--- src/rtl/step_counter_pkg.sv ---
// step_counter_pkg: shared types, direction codes and parameter checks for step_counter
package step_counter_pkg;

    typedef enum logic {OVF_WRAP = 1'b0, OVF_SAT = 1'b1} ovf_mode_t;

    localparam logic DIR_UP   = 1'b1;
    localparam logic DIR_DOWN = 1'b0;

    function automatic bit is_valid_step(input int width, input longint step);
        return (step >= 1) && (step < (longint'(1) << width));
    endfunction

endpackage

--- src/rtl/step_adder.sv ---
// step_adder: (WIDTH+1)-bit add or subtract of a constant stride with carry/borrow out
module step_adder
    import step_counter_pkg::*;
#(
    parameter int WIDTH = 8,
    parameter int STEP  = 2
) (
    input  logic [WIDTH-1:0] a_i,
    input  logic             dir_i,
    output logic [WIDTH-1:0] sum_o,
    output logic             carry_borrow_o
);

    localparam logic [WIDTH:0] STEP_X = (WIDTH+1)'(STEP);

    logic [WIDTH:0] s;

    // Extra top bit is the carry going up and the borrow going down
    always_comb begin
        s = (dir_i == DIR_UP) ? {1'b0, a_i} + STEP_X : {1'b0, a_i} - STEP_X;
    end

    assign sum_o          = s[WIDTH-1:0];
    assign carry_borrow_o = s[WIDTH];

endmodule

--- src/rtl/step_counter.sv ---
// step_counter: strided up/down counter with load, clear, and wrap or saturate on overflow
module step_counter
    import step_counter_pkg::*;
#(
    parameter int WIDTH    = 8,
    parameter int STEP     = 2,
    parameter int INIT     = 1,
    parameter int SAT_MODE = 0
) (
    input  logic             clk,
    input  logic             rst_n,
    input  logic             en_i,
    input  logic             dir_i,
    input  logic             clear_i,
    input  logic             load_i,
    input  logic [WIDTH-1:0] load_val_i,
    output logic [WIDTH-1:0] cnt_o,
    output logic             ovf_o
);

    localparam ovf_mode_t        MODE   = ovf_mode_t'(SAT_MODE != 0);
    localparam logic [WIDTH-1:0] INIT_V = WIDTH'(INIT);

    if (WIDTH < 2) begin : g_bad_width
        $error("step_counter: WIDTH must be at least 2");
    end
    if (!is_valid_step(WIDTH, STEP)) begin : g_bad_step
        $error("step_counter: STEP must satisfy 1 <= STEP < 2**WIDTH");
    end
    if (INIT < 0 || longint'(INIT) >= (longint'(1) << WIDTH)) begin : g_bad_init
        $error("step_counter: INIT must be below 2**WIDTH");
    end

    logic [WIDTH-1:0] cnt_q, cnt_d, sum;
    logic             ovf_q, ovf_d, cb;

    step_adder #(.WIDTH(WIDTH), .STEP(STEP)) u_adder (
        .a_i           (cnt_q),
        .dir_i         (dir_i),
        .sum_o         (sum),
        .carry_borrow_o(cb)
    );

    // Priority clear > load > step > hold; saturation keeps the old count on a boundary step
    always_comb begin
        cnt_d = cnt_q;
        ovf_d = 1'b0;
        if (clear_i) begin
            cnt_d = INIT_V;
        end else if (load_i) begin
            cnt_d = load_val_i;
        end else if (en_i) begin
            ovf_d = cb;
            cnt_d = (cb && MODE == OVF_SAT) ? cnt_q : sum;
        end
    end

    // Count and overflow pulse registers
    always_ff @(posedge clk or negedge rst_n) begin
        if (!rst_n) begin
            cnt_q <= INIT_V;
            ovf_q <= 1'b0;
        end else begin
            cnt_q <= cnt_d;
            ovf_q <= ovf_d;
        end
    end

    assign cnt_o = cnt_q;
    assign ovf_o = ovf_q;

endmodule

--- config.mk ---
export PLATFORM = sky130hd
export DESIGN_NAME = step_counter
export DESIGN_NICKNAME = d
export VERILOG_FILES = /design/src/rtl/step_counter_pkg.sv /design/src/rtl/step_adder.sv /design/src/rtl/step_counter.sv
export SDC_FILE = /design/constraint.sdc
export NUM_CORES = 1
export LEC_CHECK = 0
export ABC_AREA = 1
export CORE_MARGIN = 2
export CORE_UTILIZATION = 40
export CTS_CLUSTER_SIZE = 40
export DETAILED_ROUTE_END_ITERATION = 10
export GPL_ROUTABILITY_DRIVEN = 1
export PLACE_DENSITY = 0.7
export SLEW_MARGIN = 20
export SYNTH_ARGS = -nofsm -noshare
export SYNTH_HDL_FRONTEND = slang
export SYNTH_SLANG_ARGS = --single-unit
export TNS_END_PERCENT = 5
--- constraint.sdc ---
create_clock -name clk -period 3.4 [get_ports clk]
set_input_delay 1.02 -clock clk [delete_from_list [all_inputs] [get_ports clk]]
set_output_delay 1.02 -clock clk [all_outputs]
set_load 0.1 [all_outputs]
* Word level (Yosys, flattened, before mapping)
Cells that the tools add are included.
** Word-level totals
- Register bits :: 9
- Input port bits :: 14
- Output and inout port bits :: 9
- Logic and storage cells :: 12
** Cells by class
- $add $sub $neg :: 2
- Mux-type cells :: 7
- Reduce and logical (&&, ||, !) cells :: 1
** Operator list (number)
- 8-bit 2-to-1 mux :: 3
- 8-bit by 2-bit adder with 9-bit output (second input constant) :: 1
- 9-bit 2-to-1 mux :: 1
- 8-bit by 2-bit subtractor with 9-bit output (second input constant) :: 1
- 1-bit 2-to-1 mux :: 3
- 3-bit nonzero test :: 1

* Logic depth before layout (Yosys ltp)
- Depth after elaboration :: 5
- Depth in mapped cells :: 10
- Gate-level depth less buffers :: 10

* Modules after synthesis
A second synthesis with hierarchy kept.
** Unflattened totals
- Cell total of the unflattened synthesis :: 121
- Area, all modules :: 769.5 um^2
** By module, submodules not included
- step_counter :: instances 1, cells an instance 67, area an instance 459.2 um^2, seq. area each 226.5 um^2
- step_adder :: instances 1, cells an instance 54, area an instance 310.3 um^2, seq. area each 0.0 um^2

* Least setup slack after synthesis
OpenSTA, ideal clock, no wires.
- Kind :: input port to flip-flop
- Start :: in dir_i
- End :: reg cnt_q[4] (netlist: cnt_o[4])
- Setup time :: 0.120 ns
- Arrival :: 2.149 ns
- Required time :: 3.280 ns
- Setup slack :: 1.131 ns
- Stages :: 8
- Buffers on the path :: 0
- Cells stage by stage :: inv_1 ha_1 or2_1 and2_4 nand2_2 nand2_1 o21ai_1 nand2_1
** On the way
- Word-level cells in the longest chain between the ends :: 4
** RTL lines
- start: declaration :: RTL line step_counter.sv:13 : input logic dir_i,
- 9-bit 2-to-1 mux :: RTL line step_adder.sv:20 : s = (dir_i == DIR_UP) ? {1'b0, a_i} + STEP_X : {1'b0, a_i} - STEP_X;
- 8-bit 2-to-1 mux :: RTL line step_counter.sv:52 : end else if (en_i) begin
- 8-bit 2-to-1 mux :: RTL line step_counter.sv:50 : end else if (load_i) begin
- 8-bit 2-to-1 mux :: RTL line step_counter.sv:48 : if (clear_i) begin
- end signal: assignment :: RTL line step_counter.sv:64 : cnt_q <= cnt_d;
- end: declaration :: RTL line step_counter.sv:34 : logic [WIDTH-1:0] cnt_q, cnt_d, sum;
No other way between the ends. The select of a mux whose other input is x is not followed.
A chain may end at the register's enable or synchronous reset.

* Final worst setup path
Same ends and word-level chain as after synthesis.

==> summary.txt <==
Synth
  – Ys async rst share: 100%
  – Commonest cells in the netlist: 37 x nand2_1, 13 x nor2_1, 11 x inv_1
  – Synth unique cells: 24
  – Seq/Total Area, Yosys: 29.5%
  – Top_reg_cell synth: dfrtp_1
  – Post-synth EDFFs: 0
  – Largest cells by area after synthesis: dfrtp_1 26%, nand2_1 18%, ha_1 9.8%
  – Synth Instances: 109
  – Synth Cell Area: 768 um^2
  – Top cell type's share of synthesized area: 26.1%
  – Top-count cell post-synth: nand2_1
  – Post-synthesis net count: 130
  – Syn Area/Cell: 7.05 um^2
  – Synth warnings: 0
  – Number of synthesized register bits: 9
  – Largest area contributor in the netlist: dfrtp_1

Finish
  – Register area: 226 um^2
  – Area of the multi-input gates: 489 um^2
  – Layout overhead on the synthesized area: 32.2%
  – Fin area: 1020 um^2
  – Cell Count, Final, Fillers Out: 159
  – Filler instances: 195
  – Share of cells above drive strength 1: 16.4%
  – Nets: 156
  – # diodes: 0

Critical path
  – Max stage delay on crit path: 0.48 ns
  – Critical Path AT: 2.73 ns
  – Crit. End Element: flop
  – Critical-path cell list: clkdlybuf4s50_1 > inv_1 > ha_1 > or2_1 > and2_4 > nand2_2 > nand2_1 > o21ai_1 > nand2_1
  – Delay-heaviest family, CP: buffers and inverters
  – R2r startpoint: cnt_o[3]
  – Slowest-stage cell, CP: clkdlybuf4s50_1
  – CP bufs+invs: 2
  – Critical path type: in -> reg
  – Crit path from: dir_i
  – WP data required: 3.56 ns
  – Most used cell, CP: nand2_1
  – Crit start category: primary input
  – Crit-path max FO: 8

Timing
  – Final Hold Viols: 0
  – RSZ-0062 raised after global routing: false
  – Final min period: 2.58 ns
  – Final slew viol count: 0
  – Max-Slew Margin vs Limit: 69.5%
  – Fmax: 388 MHz
  – Skew final: 0.000921 ns
  – Measured slew at the worst slew-check pin: 0.456 ns
  – Setup TNS: 0 ns
  – Setup violators final: 0
  – Crit share post-route: 75.8%

Pwr
  – Worst VDD drop: 0.248 mV
  – PD cells: 446 nW/um^2
  – Leakage power figure: 0.544 nW
  – Total power draw: 454 uW

Floorplan
  – Initial core utilization: 43.5%
  – IO Pins: 23
  – Rows: 15
  – Die height: 47.8 um
  – Die area: 2290 um^2
  – Core Area: 1760 um^2
  – Chip width: 47.8 um

Routing
  – 1st-pass router iterations: 4
  – Drt total wl: 1730 um
  – ANT nets after route: 0
  – Vias: 772
  – Post-DR vias/cell: 4.86
  – Iter 0 DRT Violations: 14
  – DRC violations left: 0
  – Avg WL per Cell: 10.9 um

GRT
  – GRT Overall Usage: 18.0%
  – First-pass GRT wire length: 2790 um
  – Number of global-route vias before repair: 664
  – Grt ovf: 0
  – Initial antenna violation count: 0
  – Largest net degree at the start of global routing: 14

Placed design
  – Placed Cells: 155
  – Final RePlAce weighted congestion: 0.834
  – Buffers on Ports: 22
  – Post-detail-place hpwl: 1370 um
  – Area post-placement: 990 um^2

CTS
  – CTS buffer count: 3
  – Clock root buffer: clkbuf_4
  – Reg clk slew, reported paths: 0.06 ns
  – TritonCTS Sinks: 9
  – Clock Latency Late Sink: 0.26 ns
  – # Post-CTS Setup Buffers: 0
  – Post-CTS Resized: 0
  – CTS tree: yes
  – # H-tree levels: 1
  – Bufs on Longest Clock Path: 2
  – # hold bufs at CTS: 0

Job
  – MaxCap Viol Count: 0

Worst hold path
  – Worst min-delay path category: reg -> reg
  – Hold Startpoint: cnt_o[0]

Run status
  – Outcome: finished clean
==> tightest hold or removal path: stages (launching register included) <==
cell     delay (ns)
dfstp_2        0.37
nand2_1        0.05
nand3_1        0.06
==> per-stage QoR <==
stage | util, % | worst slack, ns | hold WS, ns
3_3_place_gp | 56.1 | 0.592 | 0.478
6_report | 57.6 | 0.823 | 0.491
3_5_place_dp | 56.1 | 0.533 | 0.482
2_1_floorplan | - | 1.13 | 0.706
4_1_cts | 57.6 | 0.820 | 0.490
5_1_grt | 57.6 | 0.717 | 0.500
==> where the power goes <==
| group | internal (mW) | leakage [nW] | switching, mW |
|---|---|---|---|
| Clock | 0.0454 | 0.0150 | 0.0414 |
| Combinational | 0.0752 | 0.415 | 0.162 |
| Sequential | 0.119 | 0.114 | 0.0108 |
| Total | 0.239 | 0.544 | 0.214 |
==> registers in the layout (all words and copies together) (netlist names) <==
signal  cells
cnt_o       8
ovf_o       1
==> cells by family after synthesis <==
| logic type | after synthesis | share of synthesized area, % |
|---|---|---|
| buffers and inverters | 13 | 6.84 |
| XOR/XNOR | 1 | 1.14 |
| AND/OR/NAND/NOR | 67 | 40.4 |
| multiplexers | 1 | 1.30 |
| adder cells (fa/ha/maj) | 7 | 12.4 |
| AO/OA/AOI/OAI | 11 | 8.47 |
| flip-flops | 9 | 29.5 |
==> area by class of cell <==
| cell class | instances | share of cell area [%] |
|---|---|---|
| multi-input combinational | 87 | 48.2 |
| sequential | 9 | 22.3 |
| timing repair buffer | 22 | 19.5 |
| inverter | 12 | 4.43 |
| tap | 25 | 3.08 |
| clock buffer | 4 | 2.59 |
==> layout by cell type (no fill, tap or decap), drive strengths merged, types with 4 or more instances in the layout <==
cell type / instances
a21oi: 4
inv: 12
dfrtp: 8
buf: 9
o21ai: 6
clkbuf: 4
nor2: 15
ha: 6
clkdlybuf4s50: 13
nand3: 9
nand2: 39
==> routing by layer <==
layer  wire, um  track usage (%)  up-vias
met5          0                0        -
met4         27             9.73        0
met3         89             3.40        4
met2        816             30.7       26
met1        793             21.3      343
li1           -                -      399
==> path summary, 6_finish.rpt <==
kind,slack [ns],cells past startpoint,endpoint
worst max-delay path,0.82,9,cnt_o[4]
worst min-delay path,0.49,2,cnt_o[0]
worst max register to register,1.88,7,cnt_o[4]
worst min register to register,0.49,2,cnt_o[0]
max in group asynchronous,1.99,1,cnt_o[0]
min in group asynchronous,1.07,1,cnt_o[3]
Power figures use the tool's default switching activity.
==> RTL edit (same settings) <==
Change the parameter `SAT_MODE` from 0 to 1.
--- a/src/rtl/step_counter.sv
+++ b/src/rtl/step_counter.sv
@@ -5,7 +5,7 @@
     parameter int WIDTH    = 8,
     parameter int STEP     = 2,
     parameter int INIT     = 1,
-    parameter int SAT_MODE = 0
+    parameter int SAT_MODE = 1
 ) (
     input  logic             clk,
     input  logic             rst_n,
Function: changed (a bounded check fails within 4 cycles, from zero or initial values and one cycle with rst_n low).
==> RTL edit against the unedited design <==
  * Sequential power increased by 5%
  * Sequential cell count is the same
  * Area after synthesis rose by 4.1%
  * Cell area grew 2.2%
  * Clock power fell by 3.2%
  * Routed wire length grew 5.0%
  * Global-route usage shrank 1.2 points
  * Power up 14%
  * Setup slack worse by 0.21 ns
==> RTL edit: results (changes against the unedited design) <==
status: "completed"
synthTopCellsByCount: "nand2_1 (38), inv_1 (15), nand3_1 (12)"
grt_usage: 0.169  # -0.0117
p_leak_nw: 0.541  # -0.46%
syn_nets: 137  # +5.4%
fin_nets: 162  # +3.8%
synthCells: 116  # +6.4%
synth_seq_area_share: 0.283  # -0.0115
routedWlPerCell_um: 10.9  # about the same
vdd_drop_max_mv: 0.357  # +44%
ys_types: 23  # -4.2%
grt_pass1_wl_um: 3110  # +11%
hp-start: "cnt_o[0]"
worstMarginPinSlew_ns: 0.423  # -0.0328 ns
worstRegToRegCells: 10  # +3
hpwl_um: 1480  # +8.2%
synthTopCellsByArea: "dfrtp_1 (25%), nand2_1 (18%), ha_1 (9.4%), nand3_1 (7.5%), inv_1 (7.0%)"
vias: 793  # +2.7%
gp_congestion: 0.856  # +2.7%
antenna_found_initial: 0  # unchanged
place_area_um2: 1010  # +2.3%
arrival_ns: 2.95  # +0.22 ns
vias_per_cell: 4.75  # -2.2%
first_iter_violations: 16  # +2
grt_pass1_vias: 703  # +5.9%
worstReg2RegStart: "cnt_o[3]"
drive_above_1_share: 0.171  # +0.00725
cp_max_fo: 14  # +6
cp_slowest_cell: "clkdlybuf4s50_1"
grt_start_max_net_pins: 15  # +1
fin_worst_skew_ns: 0.00643  # +0.00551 ns
rr_endpoint: "cnt_o[3]"
switching_share: 0.504  # +0.0325
nFillCells: 192  # -1.5%
rrSetupSlack_ns: 1.65  # -0.23 ns
==> RTL edit: cell count changes after synthesis, sizes merged, moves of 3 or more <==
cell,unedited run,this run
nor2,15,9
nand3,9,14
or2,1,4
inv,12,15
==> RTL edit: stage by stage <==
stage	setup WS, ns	power, W	hold WS, ns
after floorplan	0.937	0.000367	0.710
final	0.616	0.000516	0.489
after global placement	0.358	0.000431	0.477
after CTS	0.602	0.000517	0.492
after global routing	0.416	0.000552	0.502
after detailed placement	0.325	0.000433	0.475
==> RTL edit: layer usage <==
metal / vias to the layer above / part of all wire / GRT usage
met5: - / 0 / 0
li1: 426 / - / -
met1: 348 / 0.51 / 0.242
met2: 16 / 0.45 / 0.256
met3: 3 / 0.025 / 0.0216
met4: 0 / 0.015 / 0.0714
==> RTL edit: cells by family (layout without fill, tap and decap cells) <==
kind of cell	Yosys count	count (layout)	synth area share
and+or+nand+nor	70	70	0.407
buffers and inverters	17	41	0.0939
AOI/OAI and AO/OA	13	13	0.0970
DFF	9	9	0.283
adders and majority gates	7	7	0.119
==> RTL edit: cell type report <==
type	count	area [um^2]	share of cell area
inverter	15	56.3	0.0542
clock buffer	4	26.3	0.0253
multi-input combinational	90	498	0.480
tap	27	33.8	0.0325
sequential	9	226	0.218
timing repair buffer	22	198	0.190
==> RTL edit: worst max-delay path: cells and delay by family <==
family / cells / cell delay (ns)
buffers and inverters: 3 / 0.69
AND/OR/NAND/NOR: 8 / 0.82
adder cells (fa/ha/maj): 1 / 0.40
==> RTL edit: worst max-delay path by stage <==
| stage | startpoint | endpoint | slack, ns | cells past startpoint |
|---|---|---|---|---|
| 5_1_grt | dir_i | cnt_o[3] | 0.42 | 13 |
| 3_5_place_dp | dir_i | cnt_o[3] | 0.32 | 12 |
| 2_1_floorplan | dir_i | cnt_o[1] | 0.94 | 10 |
| 6_report | dir_i | cnt_o[3] | 0.62 | 12 |
| 4_1_cts | dir_i | cnt_o[3] | 0.60 | 12 |
| 3_3_place_gp | dir_i | cnt_o[3] | 0.36 | 12 |
==> RTL edit: power by group through the flow <==
stage          Clock (W)  Combinational [W]  Sequential, W
2_1_floorplan          0           0.000125       0.000242
3_3_place_gp           0           0.000292       0.000139
3_5_place_dp           0           0.000294       0.000139
4_1_cts        0.0000855           0.000295       0.000137
5_1_grt        0.0000923           0.000321       0.000139
6_report       0.0000840           0.000296       0.000137
